==> config.mk <==
export PLATFORM = sky130hd
export DESIGN_NAME = multicycle_ctrl
export DESIGN_NICKNAME = d
export VERILOG_FILES = /design/src/rtl/multicycle_ctrl.sv
export SDC_FILE = /design/constraint.sdc
export NUM_CORES = 1
export LEC_CHECK = 0
export ABC_AREA = 1
export BUFFER_PORTS_ARGS = -buffer_cell sky130_fd_sc_hd__buf_4
export CORE_MARGIN = 3
export CORE_UTILIZATION = 41
export CTS_CLUSTER_DIAMETER = 100
export DETAILED_ROUTE_END_ITERATION = 10
export PLACE_DENSITY = 0.85
export SLEW_MARGIN = 20
export SYNTH_ARGS = -nofsm -noshare
export SYNTH_HDL_FRONTEND = slang
export SYNTH_SLANG_ARGS = --single-unit
==> constraint.sdc <==
create_clock -name clk -period 3.55 [get_ports clk]
set_input_delay 0.71 -clock clk [delete_from_list [all_inputs] [get_ports clk]]
set_output_delay 0.71 -clock clk [all_outputs]
set_load 0.005 [all_outputs]
==> src/rtl/multicycle_ctrl.sv <==
// Multi-cycle RV32I control FSM: branch 3 cycles, store/ALU/jump/lui 4, load 5 (zero-wait).
// Stalls in FETCH/MEM while the memory port is not ready; traps after MEM_TIMEOUT request cycles.
module multicycle_ctrl #(
    parameter int MEM_TIMEOUT = 16
) (
    input  logic        clk,
    input  logic        reset,
    input  logic [31:0] inst_code,
    input  logic        branch_taken,
    input  logic        imem_ready,
    input  logic        dmem_ready,
    output logic        imem_req,
    output logic        ir_we,
    output logic        dmem_req,
    output logic        dmem_we,
    output logic        alu_src_b,
    output logic [1:0]  alu_op,
    output logic        rf_we,
    output logic [1:0]  wb_sel,
    output logic        pc_we,
    output logic [1:0]  pc_src,
    output logic        instret,
    output logic        illegal,
    output logic        bus_err,
    output logic [2:0]  state_o
);

    localparam logic [2:0] S_IDLE   = 3'd0;
    localparam logic [2:0] S_FETCH  = 3'd1;
    localparam logic [2:0] S_DECODE = 3'd2;
    localparam logic [2:0] S_EXEC   = 3'd3;
    localparam logic [2:0] S_MEM    = 3'd4;
    localparam logic [2:0] S_WB     = 3'd5;
    localparam logic [2:0] S_TRAP   = 3'd7;

    localparam logic [6:0] OP_LOAD   = 7'b0000011;
    localparam logic [6:0] OP_IMM    = 7'b0010011;
    localparam logic [6:0] OP_REG    = 7'b0110011;
    localparam logic [6:0] OP_JALR   = 7'b1100111;
    localparam logic [6:0] OP_LUI    = 7'b0110111;
    localparam logic [6:0] OP_STORE  = 7'b0100011;
    localparam logic [6:0] OP_BRANCH = 7'b1100011;
    localparam logic [6:0] OP_JAL    = 7'b1101111;

    localparam int CW = (MEM_TIMEOUT > 2) ? $clog2(MEM_TIMEOUT) : 1;
    localparam logic [CW-1:0] WAIT_LAST = CW'(MEM_TIMEOUT - 1);

    logic [2:0]    state;
    logic [2:0]    state_nxt;
    logic [CW-1:0] wait_cnt;
    logic          ill_q;
    logic          berr_q;

    logic [6:0] opcode;
    logic       is_load, is_imm, is_reg, is_jalr, is_lui, is_store, is_branch, is_jal;
    logic       op_legal;
    logic       fetch_stall, mem_stall;
    logic       fetch_timeout, mem_timeout;
    logic       unused_inst;

    // Only the opcode steers sequencing; funct fields are decoded by the ALU itself.
    assign opcode      = inst_code[6:0];
    assign unused_inst = ^inst_code[31:7];

    assign is_load   = (opcode == OP_LOAD);
    assign is_imm    = (opcode == OP_IMM);
    assign is_reg    = (opcode == OP_REG);
    assign is_jalr   = (opcode == OP_JALR);
    assign is_lui    = (opcode == OP_LUI);
    assign is_store  = (opcode == OP_STORE);
    assign is_branch = (opcode == OP_BRANCH);
    assign is_jal    = (opcode == OP_JAL);
    assign op_legal  = is_load | is_imm | is_reg | is_jalr | is_lui | is_store | is_branch | is_jal;

    assign fetch_stall   = (state == S_FETCH) && !imem_ready;
    assign mem_stall     = (state == S_MEM) && !dmem_ready;
    assign fetch_timeout = fetch_stall && (wait_cnt == WAIT_LAST);
    assign mem_timeout   = mem_stall && (wait_cnt == WAIT_LAST);

    always_comb begin
        state_nxt = state;
        imem_req  = 1'b0;
        ir_we     = 1'b0;
        dmem_req  = 1'b0;
        dmem_we   = 1'b0;
        alu_src_b = 1'b0;
        alu_op    = 2'd0;
        rf_we     = 1'b0;
        wb_sel    = 2'd0;
        pc_we     = 1'b0;
        pc_src    = 2'd0;
        instret   = 1'b0;
        case (state)
            S_IDLE: state_nxt = S_FETCH;
            S_FETCH: begin
                imem_req = 1'b1;
                if (imem_ready) begin
                    ir_we     = 1'b1;
                    state_nxt = S_DECODE;
                end else if (fetch_timeout) begin
                    state_nxt = S_TRAP;
                end
            end
            S_DECODE: state_nxt = op_legal ? S_EXEC : S_TRAP;
            S_EXEC: begin
                alu_src_b = !(is_reg || is_branch);
                if (is_reg || is_imm)
                    alu_op = 2'd2;
                else if (is_branch)
                    alu_op = 2'd1;
                if (is_branch) begin
                    pc_we     = 1'b1;
                    pc_src    = branch_taken ? 2'd1 : 2'd0;
                    instret   = 1'b1;
                    state_nxt = S_FETCH;
                end else if (is_load || is_store) begin
                    state_nxt = S_MEM;
                end else begin
                    state_nxt = S_WB;
                end
            end
            S_MEM: begin
                dmem_req = 1'b1;
                dmem_we  = is_store;
                if (dmem_ready) begin
                    if (is_store) begin
                        pc_we     = 1'b1;
                        instret   = 1'b1;
                        state_nxt = S_FETCH;
                    end else begin
                        state_nxt = S_WB;
                    end
                end else if (mem_timeout) begin
                    state_nxt = S_TRAP;
                end
            end
            S_WB: begin
                rf_we   = 1'b1;
                pc_we   = 1'b1;
                instret = 1'b1;
                if (is_load)
                    wb_sel = 2'd1;
                else if (is_lui)
                    wb_sel = 2'd3;
                else if (is_jal || is_jalr)
                    wb_sel = 2'd2;
                if (is_jal)
                    pc_src = 2'd1;
                else if (is_jalr)
                    pc_src = 2'd2;
                state_nxt = S_FETCH;
            end
            S_TRAP:  state_nxt = S_TRAP;
            default: state_nxt = S_TRAP;
        endcase
    end

    // The wait counter is zero whenever no request is stalling, which covers entry to FETCH/MEM.
    always_ff @(posedge clk or negedge reset) begin
        if (!reset) begin
            state    <= S_IDLE;
            wait_cnt <= '0;
            ill_q    <= 1'b0;
            berr_q   <= 1'b0;
        end else begin
            state <= state_nxt;
            if (fetch_stall || mem_stall)
                wait_cnt <= wait_cnt + CW'(1);
            else
                wait_cnt <= '0;
            if (state == S_DECODE && !op_legal)
                ill_q <= 1'b1;
            if (fetch_timeout || mem_timeout)
                berr_q <= 1'b1;
        end
    end

    assign illegal = ill_q;
    assign bus_err = berr_q;
    assign state_o = state;

endmodule

After elaboration in Yosys (flattened, before gate mapping)
Index checks and enable logic that the tools add are counted.
{ "word_totals": {"reg_bits": 9, "input_bits": 37, "output_inout_bits": 19, "wordCells": 79} }
{ "op_classes": {"addsub": 1, "n_eq_ne": 16, "n_mux": 33, "bitwise_logic": 7, "n_reduce_logical": 18} }
{ "op_table": {"columns": ["operator", "n"], "rows": [
  ["== test 7 x 6 -> 1 bit (second input constant)", 3],
  ["== test 7 bit (second input constant)", 3],
  ["two-way mux 3 bit", 7],
  ["two-way mux 2 bit", 8],
  ["case mux 3 bit (5 select lines)", 1],
  ["two-way mux 1 bit", 14],
  ["== test 7 x 2 -> 1 bit (second input constant)", 1],
  ["== test 7 x 5 -> 1 bit (second input constant)", 1],
  ["OR 1 bit", 7],
  ["== test 3 x 2 -> 1 bit (second input constant)", 2],
  ["== test 3 bit (second input constant)", 2],
  ["logical OR 1 bit", 6],
  ["inequality test 3 bit (second input constant)", 2],
  ["logical AND 1 bit", 5],
  ["adder 4 x 1 -> 4 bit (second input constant)", 1],
  ["== test 4 bit (second input constant)", 1],
  ["zero test 1 bit", 4],
  ["two-way mux 4 bit", 1],
  ["case mux 2 bit (2 select lines)", 1],
  ["== test 3 x 1 -> 1 bit (second input constant)", 1],
  ["zero test 3 bit", 1],
  ["case mux 1 bit (3 select lines)", 1],
  ["AND reduction 2 bit", 1],
  ["OR reduction 2 bit", 1]
]} }

Logic depth before layout (Yosys ltp)
{ "depth": {"word_depth": 10, "ltp_mapped": 11, "mapped_depth_nobuf": 11} }

Worst setup path after synthesis
No wires, ideal clock.
{ "synth_timing": {"kind": "input to output", "start": "input inst_code[1]", "end": "output pc_we", "arrival_time_ps": 1494, "required_time_ps": 2840, "path_slack_ps": 1346, "cell_stages": 7, "n_path_buf": 1, "path_cell_list": "nand2_1 > inv_1 > nand2_1 > nor2_1 > inv_1 > o221ai_1 > buf_4"} }
{ "synth_via": {"elab_chain_len": 4, "elab_cells_between_ends": 6, "classes_between": "2 x eq/ne; 4 x mux"} }
{ "synth_rtl": {"columns": ["item", "line", "text"], "rows": [
  ["start: declaration", "8", "input logic [31:0] inst_code,"],
  ["== test 7 x 6 -> 1 bit", "70", "assign is_store = (opcode == OP_STORE);"],
  ["two-way mux 1 bit (2 in a row)", null, null],
  ["case mux 1 bit (3 select lines) (*)", null, null],
  ["end: declaration", "20", "output logic pc_we,"]
]} }
Every way passes the cells marked *; elsewhere a longest branch is shown, timed or not.

Worst setup path after layout
{ "layout_timing": {"start": "input inst_code[4]", "end": "output pc_src[0]"} }
{ "layout_via": {"elab_chain_len": 3, "elab_cells_between_ends": 5, "classes_between": "2 x eq/ne; 3 x mux"} }
{ "layout_rtl": {"columns": ["item", "line", "text"], "rows": [
  ["== test 7 bit (on tied branches)", "72, 71", null],
  ["two-way mux 2 bit or two-way mux 1 bit (tied branches)", "147, 111", null],
  ["case mux 2 bit (2 select lines) (*)", "93", "case (state)"],
  ["end: declaration", "21", "output logic [1:0] pc_src,"]
]} }
Marked as above.

==> flow_metrics.tcl <==
set metrics [dict create \
    clock_latency_ps 250 \
    clockBufferDepth 2 \
    maxSlewViolCount 0 \
    p_int_uw 156 \
    period_share_pct 67.2 \
    synth_edf_count 0 \
    die_h_um 46.9 \
    gp_congestion 0.896 \
    cts_buffers 3 \
    cap_viol_max_count 0 \
    path_buf_inv 4 \
    place_inst 154 \
    fp.dieArea_um2 2200 \
    syn-num-nets 147 \
    critPathSlowestCell "nor2_1" \
    synth.distinct_cells 21 \
    preCtsSetupSlack_ps 1170 \
    synth_ff_type "dfrtp_1" \
    yosysWarnings 0 \
    io_pins 56 \
    cts_root_buf "clkbuf_4" \
    grt_max_degree 10 \
    detail_route.vias_per_cell 5.04 \
    hold_slack_ps 266 \
    placeableCoreArea_um2 1540 \
    yosysSeqAreaShare_pct 32.8 \
    rr_endpoint "state_o[2]" \
    worst_setup_path_start_kind "primary input" \
    ant_nets 0 \
    power.density_nw_per_um2 212 \
    hold_path.class "primary input to asynchronous set/reset pin" \
    slew-limit-headroom_pct 80.3 \
    combinationalPowerShare_pct 11.9 \
    worstPathMaxFanout 5 \
    cts.sink_count 9 \
    async_flop_share_pct 100 \
    crit_path_max_incr_delay_ps 160 \
    holdBufCountCts 0 \
    drtIter0Drc 15 \
    cp-startpoint "inst_code[4]" \
    cts_resized 0 \
    rsz0062_at_grt "false" \
    vias 796 \
    fmax_ghz 0.419 \
    initial_core_util_pct 44.6 \
    syn_avg_cell_area_um2 6.30 \
    wl_per_cell_um 11.0 \
    drive_gt1_share_pct 27.5 \
    synth_area_um2 687 \
    cts_max_level 1 \
    synth_cells 109 \
    ir_drop_v 0.000169 \
    worst_slew_pin_slew_ps 293 \
    hold_violations 0 \
    finalWirelength_um 1730 \
    tns_ps 0 \
    power.static_leakage_nw 0.493 \
    layout_commonest_cell "buf_4" \
    status "finished clean" \
    final_cells 158 \
    finClkSkew_ps 3.36 \
    critPathTopFamily "simple AND/OR/NAND/NOR gates" \
    seqPwrFrac_pct 50.8 \
    power_frac_clock_pct 37.3 \
    syn_to_final_growth_pct 38.4 \
    die_x_um 46.9 \
    r2r_setup_slack_ps 2310 \
    cts_tree "yes" \
    layout_setup_ws_ps 1160 \
    grt_usage_pct 16.3 \
    drc 0 \
    portBuffers 30 \
    insertedDiodeCount 0 \
    antenna_found_initial 0 \
    cts_setup_buffers 0 \
    worst-setup-path-type "primary input to primary output" \
    grt_pass1_vias 680 \
    grt_pass1_wl_um 2620 \
    fill_cells 152 \
    overflow 0 \
    ff2ff_path_depth 11 \
    finalCriticalPeriod_ps 2390 \
    cts.clk_slew.worst_paths_ps 60 \
    setup_viol 0 \
    final_cell_mix "buf_4 (30), inv_1 (22), nor2_1 (22), nand2_1 (22), nand3_1 (10)" \
    dp.final_hpwl_um 1480 \
    finalNetCount 181 \
    path_cells "buf_4 -> inv_1 -> nand3_2 -> nor2_1 -> inv_1 -> nor2_1 -> nand2_1 -> o21ai_0 -> buf_4" \
    required_ps 2840 \
    swShare_pct 22.4 \
    worstReg2RegStart "state_o[2]" \
    cp.arrival_ps 1680 \
    synth-seq-cells 9 \
    dr.pass1.iters 5 \
    netSwitchingPower_uw 45.3 \
    fp-row-count 14 \
    critPathCaptureType "primary output" \
]
==> metal layers <==
metal | vias to the layer above | global-route usage, % | part of all wire (%)
li1 | 409 | - | -
met3 | 2 | 1.92 | 10
met1 | 353 | 19.2 | 42
met4 | 0 | 7.73 | 0.35
met5 | - | 0 | 0
met2 | 32 | 29.3 | 48
==> cell type report <==
class                      count  area, um2  area share [%]
clock buffer                   4       26.3            2.76
inverter                      23       86.3            9.08
timing repair buffer          30        225            23.7
multi-input combinational     76        368            38.7
tap                           16       20.0            2.11
sequential                     9        225            23.7
==> synth_stat cells, types with 2 or more instances <==
cell | count | share of area, %
nand2_1 | 22 | 12
nand2_2 | 2 | 1.8
inv_1 | 22 | 12
nor3_1 | 4 | 2.9
dfrtp_1 | 9 | 33
nand3_1 | 10 | 7.3
o21ai_0 | 2 | 1.5
a21oi_1 | 3 | 2.2
o221ai_1 | 2 | 2.6
nor2_1 | 22 | 12
==> power groups by stage <==
stage	combinational [mW]	sequential (mW)	clock (mW)
2_1_floorplan	0.00873	0.104	0
3_3_place_gp	0.0229	0.104	0
3_5_place_dp	0.0239	0.104	0
4_1_cts	0.0240	0.103	0.0780
5_1_grt	0.0273	0.102	0.0812
6_report	0.0240	0.103	0.0752
==> kinds of logic (layout without fill, tap and decap cells) <==
kind of cell / count (synthesis) / count (layout) / share of synthesized area, %
AOI/OAI and AO/OA: 9 / 9 / 8.56
xor gates and xnor gates: 1 / 1 / 1.28
adders and majority gates: 1 / 1 / 1.82
buffers and inverters: 24 / 57 / 13.7
DFF: 9 / 9 / 32.8
and+or+nand+nor: 65 / 65 / 41.9
==> through the flow <==
| stage | power (mW) | util (%) | instance area, um2 |
|---|---|---|---|
| CTS | 0.205 | 61.7 | 951 |
| floorplan | 0.113 | - | 687 |
| finish | 0.202 | 61.7 | 951 |
| detailed placement | 0.128 | 60.0 | 925 |
| global route | 0.211 | 61.7 | 951 |
| global placement | 0.127 | 60.0 | 925 |
==> registers in the layout (all words and copies together), names as in the netlist <==
name,cells
illegal,1
wait_cnt,4
state_o,3
bus_err,1
==> worst max-delay path by stage <==
stage,cells past startpoint,endpoint,slack (ps)
4_1_cts,7,instret,1160
2_1_floorplan,7,pc_we,1350
3_3_place_gp,9,pc_src[0],1190
5_1_grt,7,instret,1020
3_5_place_dp,7,instret,1170
6_report,9,pc_src[0],1160
Power figures use the tool's default switching activity.
